[config.mk]
export PLATFORM = sky130hd
export DESIGN_NAME = alu_core_flat
export DESIGN_NICKNAME = d
export VERILOG_FILES = /design/src/rtl/alu_core_if.sv /design/src/rtl/alu_core.sv /design/src/flat_wrapper.sv
export SDC_FILE = /design/constraint.sdc
export NUM_CORES = 1
export LEC_CHECK = 0
export CAP_MARGIN = 20
export CORE_AREA = 2 2 95 97
export DETAILED_ROUTE_END_ITERATION = 8
export DIE_AREA = 0 0 97 99
export PLACE_DENSITY = 0.86
export SETUP_SLACK_MARGIN = 0.15
export SYNTH_ARGS = -nofsm -noshare
export SYNTH_HDL_FRONTEND = slang
export SYNTH_SLANG_ARGS = --single-unit
[constraint.sdc]
create_clock -name clk -period 5.5 [get_ports clk]
set_input_delay 1.1 -clock clk [delete_from_list [all_inputs] [get_ports clk]]
set_output_delay 1.1 -clock clk [all_outputs]
set_load 0.03 [all_outputs]
[src/rtl/alu_core_if.sv]
// alu_core_if: operation request and result bus between control_unit and alu_core.
//
// Handshake: alu_func != 0 is the request and must be held by the master until
// alu_end is seen. alu_end is a one-cycle completion pulse. The request is retired
// by returning alu_func to 0, which frees the ALU to accept the next operation.
// alu_out, zf and cf stay valid from the alu_end cycle until the next completion.
interface alu_core_if #(
   parameter int WIDTH = 16
);
   logic [3:0]       alu_func;
   logic             alu_in_sel;
   logic [WIDTH-1:0] reg_a;
   logic [WIDTH-1:0] reg_b;
   logic [7:0]       imm;
   logic [WIDTH-1:0] alu_out;
   logic             alu_end;
   logic             zf;
   logic             cf;

   // Control side: issues operations, consumes results
   modport master (
      output alu_func, alu_in_sel, reg_a, reg_b, imm,
      input  alu_out, alu_end, zf, cf
   );

   // ALU side: consumes operations, produces results
   modport slave (
      input  alu_func, alu_in_sel, reg_a, reg_b, imm,
      output alu_out, alu_end, zf, cf
   );
endinterface

[src/rtl/alu_core.sv]
// alu_core: sequential 16-bit ALU downstream of control_unit.
// Single-cycle ops finish on the launch edge; MUL is a 16-step shift-add.
// Optional feature macro: ALU_MUL_EN (builds the iterative multiplier; without it
// code 9 behaves like a reserved code).
// dbg_state exposes the FSM state: 0 = IDLE, 1 = MUL, 2 = HOLD.
module alu_core #(
   parameter int WIDTH = 16
) (
   input  logic       clk,
   input  logic       rst,
   alu_core_if.slave  bus,
   output logic [1:0] dbg_state
);

   localparam logic [3:0] OP_NOP = 4'h0;
   localparam logic [3:0] OP_ADD = 4'h1;
   localparam logic [3:0] OP_SUB = 4'h2;
   localparam logic [3:0] OP_AND = 4'h3;
   localparam logic [3:0] OP_OR  = 4'h4;
   localparam logic [3:0] OP_XOR = 4'h5;
   localparam logic [3:0] OP_NOT = 4'h6;
   localparam logic [3:0] OP_SHL = 4'h7;
   localparam logic [3:0] OP_SHR = 4'h8;
`ifdef ALU_MUL_EN
   localparam logic [3:0] OP_MUL = 4'h9;
`endif
   localparam logic [3:0] OP_MOV = 4'hA;

   typedef enum logic [1:0] {
      S_IDLE = 2'd0,
      S_MUL  = 2'd1,
      S_HOLD = 2'd2
   } state_t;

   state_t state, state_n;

   logic [WIDTH-1:0] b_sel;
   logic [3:0]       sh;
   logic [WIDTH:0]   sum_w;
   logic [WIDTH:0]   shl_w;
   logic [WIDTH:0]   shr_w;
   logic [WIDTH-1:0] res_single;
   logic             cf_single;

   logic             is_mul;
   logic             mul_last;
   logic [WIDTH-1:0] mul_res;
   logic             mul_cf;

   logic             single_done;
   logic             mul_done;
   logic             done;
   logic [WIDTH-1:0] res_next;
   logic             cf_next;

   assign dbg_state = state;

   // Single-cycle result and carry from the live operands (used on the launch edge)
   always_comb begin
      b_sel = bus.alu_in_sel ? {{(WIDTH-8){1'b0}}, bus.imm} : bus.reg_b;
      sh    = b_sel[3:0];
      sum_w = {1'b0, bus.reg_a} + {1'b0, b_sel};
      // Extra bit above/below the operand catches the last bit shifted out;
      // a shift of 0 leaves it at 0, which gives cf = 0 for free.
      shl_w = {1'b0, bus.reg_a} << sh;
      shr_w = {bus.reg_a, 1'b0} >> sh;
      res_single = '0;
      cf_single  = 1'b0;
      case (bus.alu_func)
         OP_ADD: begin
            res_single = sum_w[WIDTH-1:0];
            cf_single  = sum_w[WIDTH];
         end
         OP_SUB: begin
            res_single = bus.reg_a - b_sel;
            cf_single  = (bus.reg_a < b_sel);
         end
         OP_AND: res_single = bus.reg_a & b_sel;
         OP_OR:  res_single = bus.reg_a | b_sel;
         OP_XOR: res_single = bus.reg_a ^ b_sel;
         OP_NOT: res_single = ~bus.reg_a;
         OP_SHL: begin
            res_single = shl_w[WIDTH-1:0];
            cf_single  = shl_w[WIDTH];
         end
         OP_SHR: begin
            res_single = shr_w[WIDTH:1];
            cf_single  = shr_w[0];
         end
         OP_MOV: res_single = b_sel;
         default: begin
            res_single = '0;
            cf_single  = 1'b0;
         end
      endcase
   end

`ifdef ALU_MUL_EN
   logic [2*WIDTH-1:0] acc;
   logic [2*WIDTH-1:0] mcand;
   logic [2*WIDTH-1:0] acc_step;
   logic [WIDTH-1:0]   mplier;
   logic [3:0]         cnt;

   // One shift-add step; the final step's sum is the full product
   always_comb begin
      is_mul   = (bus.alu_func == OP_MUL);
      acc_step = mplier[0] ? (acc + mcand) : acc;
      mul_last = (cnt == 4'd15);
      mul_res  = acc_step[WIDTH-1:0];
      mul_cf   = |acc_step[2*WIDTH-1:WIDTH];
   end

   // Multiplier registers: operands captured at launch, then shifted each step
   always_ff @(posedge clk or negedge rst) begin
      if (!rst) begin
         acc    <= '0;
         mcand  <= '0;
         mplier <= '0;
         cnt    <= '0;
      end else if (state == S_IDLE && is_mul) begin
         acc    <= '0;
         mcand  <= {{WIDTH{1'b0}}, bus.reg_a};
         mplier <= b_sel;
         cnt    <= '0;
      end else if (state == S_MUL) begin
         acc    <= acc_step;
         mcand  <= mcand << 1;
         mplier <= mplier >> 1;
         cnt    <= cnt + 4'd1;
      end
   end
`else
   // Multiplier not built: code 9 falls through to the reserved path
   always_comb begin
      is_mul   = 1'b0;
      mul_last = 1'b0;
      mul_res  = '0;
      mul_cf   = 1'b0;
   end
`endif

   // FSM state register
   always_ff @(posedge clk or negedge rst) begin
      if (!rst) state <= S_IDLE;
      else      state <= state_n;
   end

   // FSM next state; HOLD waits for the opcode to drop so a held code cannot retrigger
   always_comb begin
      state_n = state;
      case (state)
         S_IDLE: if (bus.alu_func != OP_NOP) state_n = is_mul ? S_MUL : S_HOLD;
         S_MUL:  if (mul_last) state_n = S_HOLD;
         S_HOLD: if (bus.alu_func == OP_NOP) state_n = S_IDLE;
         default: state_n = S_IDLE;
      endcase
   end

   // FSM outputs: which edge completes an op, and the value it commits
   always_comb begin
      single_done = (state == S_IDLE) && (bus.alu_func != OP_NOP) && !is_mul;
      mul_done    = (state == S_MUL) && mul_last;
      done        = single_done | mul_done;
      res_next    = mul_done ? mul_res : res_single;
      cf_next     = mul_done ? mul_cf  : cf_single;
   end

   // Result and flag registers; only a completing edge updates them
   always_ff @(posedge clk or negedge rst) begin
      if (!rst) begin
         bus.alu_out <= '0;
         bus.alu_end <= 1'b0;
         bus.zf      <= 1'b0;
         bus.cf      <= 1'b0;
      end else begin
         bus.alu_end <= done;
         if (done) begin
            bus.alu_out <= res_next;
            bus.zf      <= (res_next == '0);
            bus.cf      <= cf_next;
         end
      end
   end

endmodule

[src/flat_wrapper.sv]
// flat-port wrapper written by rule: the top's interface ports become plain ports
module alu_core_flat 
#(
   parameter int WIDTH = 16
)
  (clk, rst, dbg_state, bus_alu_func, bus_alu_in_sel, bus_reg_a, bus_reg_b, bus_imm, bus_alu_out, bus_alu_end, bus_zf, bus_cf);
  alu_core_if #(.WIDTH(WIDTH)) bus_i ();
  input  logic clk;
  input  logic rst;
  output logic [1:0] dbg_state;
  input wire logic [$bits(bus_i.alu_func)-1:0] bus_alu_func;
  input wire logic [$bits(bus_i.alu_in_sel)-1:0] bus_alu_in_sel;
  input wire logic [$bits(bus_i.reg_a)-1:0] bus_reg_a;
  input wire logic [$bits(bus_i.reg_b)-1:0] bus_reg_b;
  input wire logic [$bits(bus_i.imm)-1:0] bus_imm;
  output wire logic [$bits(bus_i.alu_out)-1:0] bus_alu_out;
  output wire logic [$bits(bus_i.alu_end)-1:0] bus_alu_end;
  output wire logic [$bits(bus_i.zf)-1:0] bus_zf;
  output wire logic [$bits(bus_i.cf)-1:0] bus_cf;
  assign bus_i.alu_func = bus_alu_func;
  assign bus_i.alu_in_sel = bus_alu_in_sel;
  assign bus_i.reg_a = bus_reg_a;
  assign bus_i.reg_b = bus_reg_b;
  assign bus_i.imm = bus_imm;
  assign bus_alu_out = bus_i.alu_out;
  assign bus_alu_end = bus_i.alu_end;
  assign bus_zf = bus_i.zf;
  assign bus_cf = bus_i.cf;
  alu_core #(.WIDTH(WIDTH)) u_core (.clk(clk), .rst(rst), .bus(bus_i), .dbg_state(dbg_state));
endmodule
### Yosys cells after proc, flatten, opt, wreduce, memory -nomap -nowiden

Index checks and enable logic that the tools add are counted.

* flip-flop bits (word level): 21
* bits of input ports: 47
* output and inout port bits: 21
* logic and storage cells: 40

* $add $sub $neg: 2
* order comparisons: 1
* eq/ne operators: 13
* shift operators: 2
* muxes and demuxes: 6
* bitwise logic cells: 5
* reduce and logical (&&, ||, !) cells: 6

Operators by type and width (number)
* 16-bit case mux with 9 select lines: 1
* 16-bit by 16-bit adder with 17-bit output: 1
* 16-bit by 4-bit << shifter with 17-bit output: 1
* 17-bit by 4-bit right shift with 17-bit output: 1
* 16-bit AND: 1
* 4-bit by 3-bit == test with 1-bit output (second input constant): 4
* 16-bit zero test: 1
* 16-bit less-than comparator: 1
* 16-bit two-way mux: 1
* 16-bit NOT: 1
* 16-bit bitwise OR: 1
* 16-bit subtractor: 1
* 16-bit bitwise XOR: 1
* 4-bit by 2-bit == test with 1-bit output (second input constant): 2
* 4-bit == test (second input constant): 2
* 2-bit case mux with 3 select lines: 1
* 4-bit by 1-bit == test with 1-bit output (second input constant): 1
* 4-bit zero test: 1
* 2-bit two-way mux: 2
* 2-bit by 1-bit != test with 1-bit output (second input constant): 2
* 1-bit case mux with 4 select lines: 1
* 4-bit nonzero test: 1
* 3-bit AND reduction: 1
* 2-bit by 1-bit == test with 1-bit output (second input constant): 1
* 4 further kinds: 4

### Longest topological paths before layout

* depth in word-level cells: 4
* mapped depth: 16
* mapped depth without buffers: 13

### Least setup slack after synthesis

No wires, ideal clock.

* path type: in2reg
* from: in bus_alu_in_sel
* to: reg u_core.bus.zf
* library setup time: 0.081 ns
* arrival time: 4.505 ns
* data required time: 5.419 ns
* slack: 0.915 ns
* cell stages on the path: 15
* buffers on the path: 4
* cell sequence: buf_6 > mux2i_2 > clkbuf_1 > clkbuf_1 > ha_1 > buf_2 > o21ba_2 > nor4_1 > nor2_1 > a221oi_1 > a21oi_1 > or4_1 > nor4_1 > nand3_1 > o22ai_2

* word-level cells in the longest chain between the ends: 4
* elaborated cells on any way between the ends: 10
* classes of those cells: 2 x add/sub; 2 x shift; 2 x mux; 3 x bitwise; 1 x reduce/logical

Ends and longest elaborated chain
* start, declared: line flat_wrapper.sv:12 `input wire logic [$bits(bus_i.alu_in_sel)-1:0] bus_alu_in_sel;`
* 16-bit two-way mux *: line alu_core.sv:60 `b_sel = bus.alu_in_sel ? {{(WIDTH-8){1'b0}}, bus.imm} : bus.reg_b;`
* 16-bit subtractor (tied with other cells): line alu_core.sv:75 `res_single = bus.reg_a - b_sel;`
* 16-bit case mux with 9 select lines *: line alu_core.sv:69 `case (bus.alu_func)`
* 16-bit zero test *: line alu_core.sv:180 `bus.zf <= (res_next == '0);`
* end signal, assigned: line alu_core.sv:180
* end, declared: line alu_core_if.sv:29 `output alu_out, alu_end, zf, cf`

Every way passes the cells marked *; elsewhere a longest branch is shown, timed or not.
A chain may end at the register's enable or synchronous reset.

### Worst setup path after layout

Same ends and word-level chain as after synthesis.

==> results.py <==
metrics = {
    "run_status": {
        "status": "completed",
    },
    "synthesis": {
        "yosys.cell_types.count": 85,
        "syn-num-nets": 807,
        "synth_edf_count": 0,
        "netlist.area_leader.share_pct": 12.1,
        "synth_area_leaders": "ha_1, dfrtp_1, mux2i_1, nand2_1, a21oi_1",
        "ys_seq_elements": 20,
        "ys_warn_count": 0,
        "yosys.area.top_type": "ha_1",
        "ys_seq_area_share_pct": 9.69,
        "synthCells": 708,
        "async_reset_ff_share_pct": 100,
        "ys.flop_type": "dfrtp_1",
        "syn_avg_cell_area_sq_um": 7.29,
        "syn_area_sq_um": 5160,
    },
    "power": {
        "powerDensity_nw_per_um2": 237,
        "ir_drop_mv": 0.388,
        "p_int_uw": 708,
        "clkPwrFrac_pct": 10.4,
        "power_frac_seq_pct": 18.5,
        "p_leak_uw": 0.00257,
        "p_sw_uw": 707,
        "pwr-share-comb_pct": 71.1,
        "p_total_uw": 1420,
        "sw_frac_of_total_pct": 50.0,
    },
    "routing": {
        "drt-initial-drc-count": 698,
        "via_per_inst": 7.33,
        "dr.pass1.iters": 8,
        "antenna_left": 0,
        "routed_wl_microns": 21300,
        "routedWlPerCell_microns": 24.8,
        "vias": 6291,
        "drcViolationCount": 0,
    },
    "timing": {
        "min_period_ns": 5.13,
        "fin_ws_ns": 0.365,
        "fin_skew_ns": 0.00438,
        "maxSlewHeadroom_pct": 39.7,
        "rsz0062_at_grt": "false",
        "slew_viol_final": 0,
        "fin_setup_tns_ns": 0,
        "worst_hold_slack_ns": 0.512,
        "fmax_mhz": 195,
        "worst_slew_pin_slew_ns": 0.882,
        "hold_viol": 0,
        "finalSetupViolCount": 0,
        "fin_crit_sh_pct": 93.4,
    },
    "grt": {
        "grt_usage_pct": 43.1,
        "antenna_found_initial": 1,
        "grt.overflow.total": 0,
        "grt_max_degree": 42,
        "grt_pass1_wl_microns": 32700,
        "grt_pass1_vias": 5864,
    },
    "floorplanning": {
        "num_rows": 34,
        "core_area_sq_um": 8550,
        "io_pins": 68,
        "fp.dieW_microns": 97,
        "die_y_microns": 99,
        "die-area_sq_um": 9600,
        "initial_core_util_pct": 60.4,
    },
    "cts": {
        "clock_latency_ns": 0.27,
        "clock_sinks": 20,
        "clockBufferDepth": 2,
        "holdBufCountCts": 0,
        "tritoncts": "done",
        "cts-buffers-inserted": 3,
        "root_buffer": "clkbuf_8",
        "cts.clk_slew.worst_paths_ns": 0.08,
        "cts_resized": 0,
        "h-tree-depth": 1,
        "post-cts-setup-buffers": 0,
    },
    "setup_path": {
        "crit_path_frequent_cell": "nor4_1",
        "worst_setup_path_start_kind": "input port",
        "crit_path_cell_trace": "clkdlybuf4s50_1 > mux2i_4 > inv_2 > ha_1 > fa_1 > o21ba_2 > nor4_1 > nor2_1 > a221oi_1 > a21oi_1 > or4_1 > nor4_1 > nand3_1 > o22ai_2",
        "critPathMaxStageDelay_ns": 0.77,
        "cp.arrival_ns": 5.33,
        "timing_worst_setup_path_type": "in -> reg",
        "critical_path.max_fanout": 4,
        "cp-end-kind": "flip-flop",
        "required_ns": 5.69,
        "cpMaxStageDelayCell": "clkdlybuf4s50_1",
    },
    "final_layout": {
        "area_growth_pct": 15.7,
        "nNetsFinal": 849,
        "drive_gt1_share_pct": 9.61,
        "nFillCells": 726,
        "utilization_pct": 69.9,
    },
    "placed_design": {
        "post-place-ws_ns": 0.187,
        "hpwlAfterDp_microns": 16500,
        "portBuffers": 66,
        "place_congestion": 1.14,
    },
    "worst_hold_path": {
        "hold_path_class": "reg -> reg",
    },
    "flow_run": {
        "max_cap_violations": 0,
    },
}
[registers in the layout, summed over array words and instances (netlist names)]
| register | count |
|---|---|
| u_core.bus.cf | 1 |
| u_core.dbg_state | 1 |
| u_core.bus.alu_end | 1 |
| u_core.bus.alu_out | 16 |
| u_core.bus.zf | 1 |
[per-stage QoR]
stage | area, sq um | cells
6_report | 5970 | 858
5_1_grt | 5970 | 857
4_1_cts | 5970 | 857
3_5_place_dp | 5890 | 853
3_3_place_gp | 5890 | 853
2_1_floorplan | 5160 | 708
[worst max-delay path, delay by kind of cell]
family          cells  cell delay, ns
buf+inv             2            0.86
fa+ha+maj           2            0.69
mux                 1            0.32
simple gates        5            1.55
compound gates      4            0.81
[worst paths after layout]
path                                         endpoint  cells after the start  slack [ns]                   from
min in group asynchronous       u_core.bus.alu_out[2]                      1        1.35                    rst
worst min-delay path            u_core.bus.alu_out[5]                      1        0.51  u_core.bus.alu_out[5]
worst max register to register          u_core.bus.zf                      9        2.94    u_core.dbg_state[1]
worst max-delay path                    u_core.bus.zf                     14        0.37         bus_alu_in_sel
max in group asynchronous               u_core.bus.cf                      1        3.60                    rst
worst min register to register  u_core.bus.alu_out[5]                      1        0.51  u_core.bus.alu_out[5]
[logic make-up after synthesis]
group	Yosys count	share of synthesized area (%)
xor+xnor	3	0.509
buf+inv	100	8.22
flops	20	9.69
mux	70	15.3
compound gates	226	31.4
other cells	1	0.0726
simple gates	236	21.9
fa+ha+maj	52	12.9
[routing by layer]
metal,vias up,wire (microns),track usage [%]
met5,-,0,0
met4,0,1490,23.8
met3,123,3150,12.3
met2,529,8750,64.0
met1,2914,7880,56.2
li1,2725,-,-
[synthesized netlist by cell type (all sizes together) (15+ instances only)]
cell / count
nand2: 71
nor2: 68
a21oi: 52
ha: 50
mux2i: 47
inv: 46
o21ai: 36
clkbuf: 32
buf: 22
dfrtp: 20
mux2: 20
nand2b: 17
nand3: 15
[power groups by stage]
stage / Combinational (uW) / Sequential [uW] / Clock, uW
after floorplan: 471 / 399 / 0
after global placement: 959 / 260 / 0
after detailed placement: 970 / 262 / 0
after CTS: 975 / 260 / 149
after global routing: 1060 / 267 / 157
final: 1010 / 262 / 148
[cell usage in the layout, fill, tap and decap left out, types with 5 or more instances in the layout]
cell type	instances
a211oi_1	7
nor2b_1	12
clkdlybuf4s50_1	66
nand4_1	6
inv_1	42
o211ai_1	13
dfrtp_1	20
a31oi_1	8
a21oi_1	52
nor3_1	14
nor4_1	6
and2_1	5
nand3_1	15
o21ai_0	35
nand2_1	71
nand2b_1	17
o221ai_1	9
o21a_1	7
a2111oi_0	5
nor2_1	68
a221oi_1	12
o22ai_1	10
mux2i_1	44
mux2_2	19
ha_1	50
buf_4	25
[layout make-up]
cell class | instances | area, sq um | share of cell area [%]
Tap cell | 108 | 135 | 2.26
Inverter | 46 | 173 | 2.89
Multi-Input combinational cell | 588 | 4240 | 71.0
Clock inverter | 1 | 30.0 | 0.503
Sequential cell | 20 | 500 | 8.38
Antenna cell | 1 | 2.50 | 0.0419
Clock buffer | 3 | 41.3 | 0.691
Timing Repair Buffer | 91 | 848 | 14.2
Note: power is estimated with default switching activity, not from simulation.
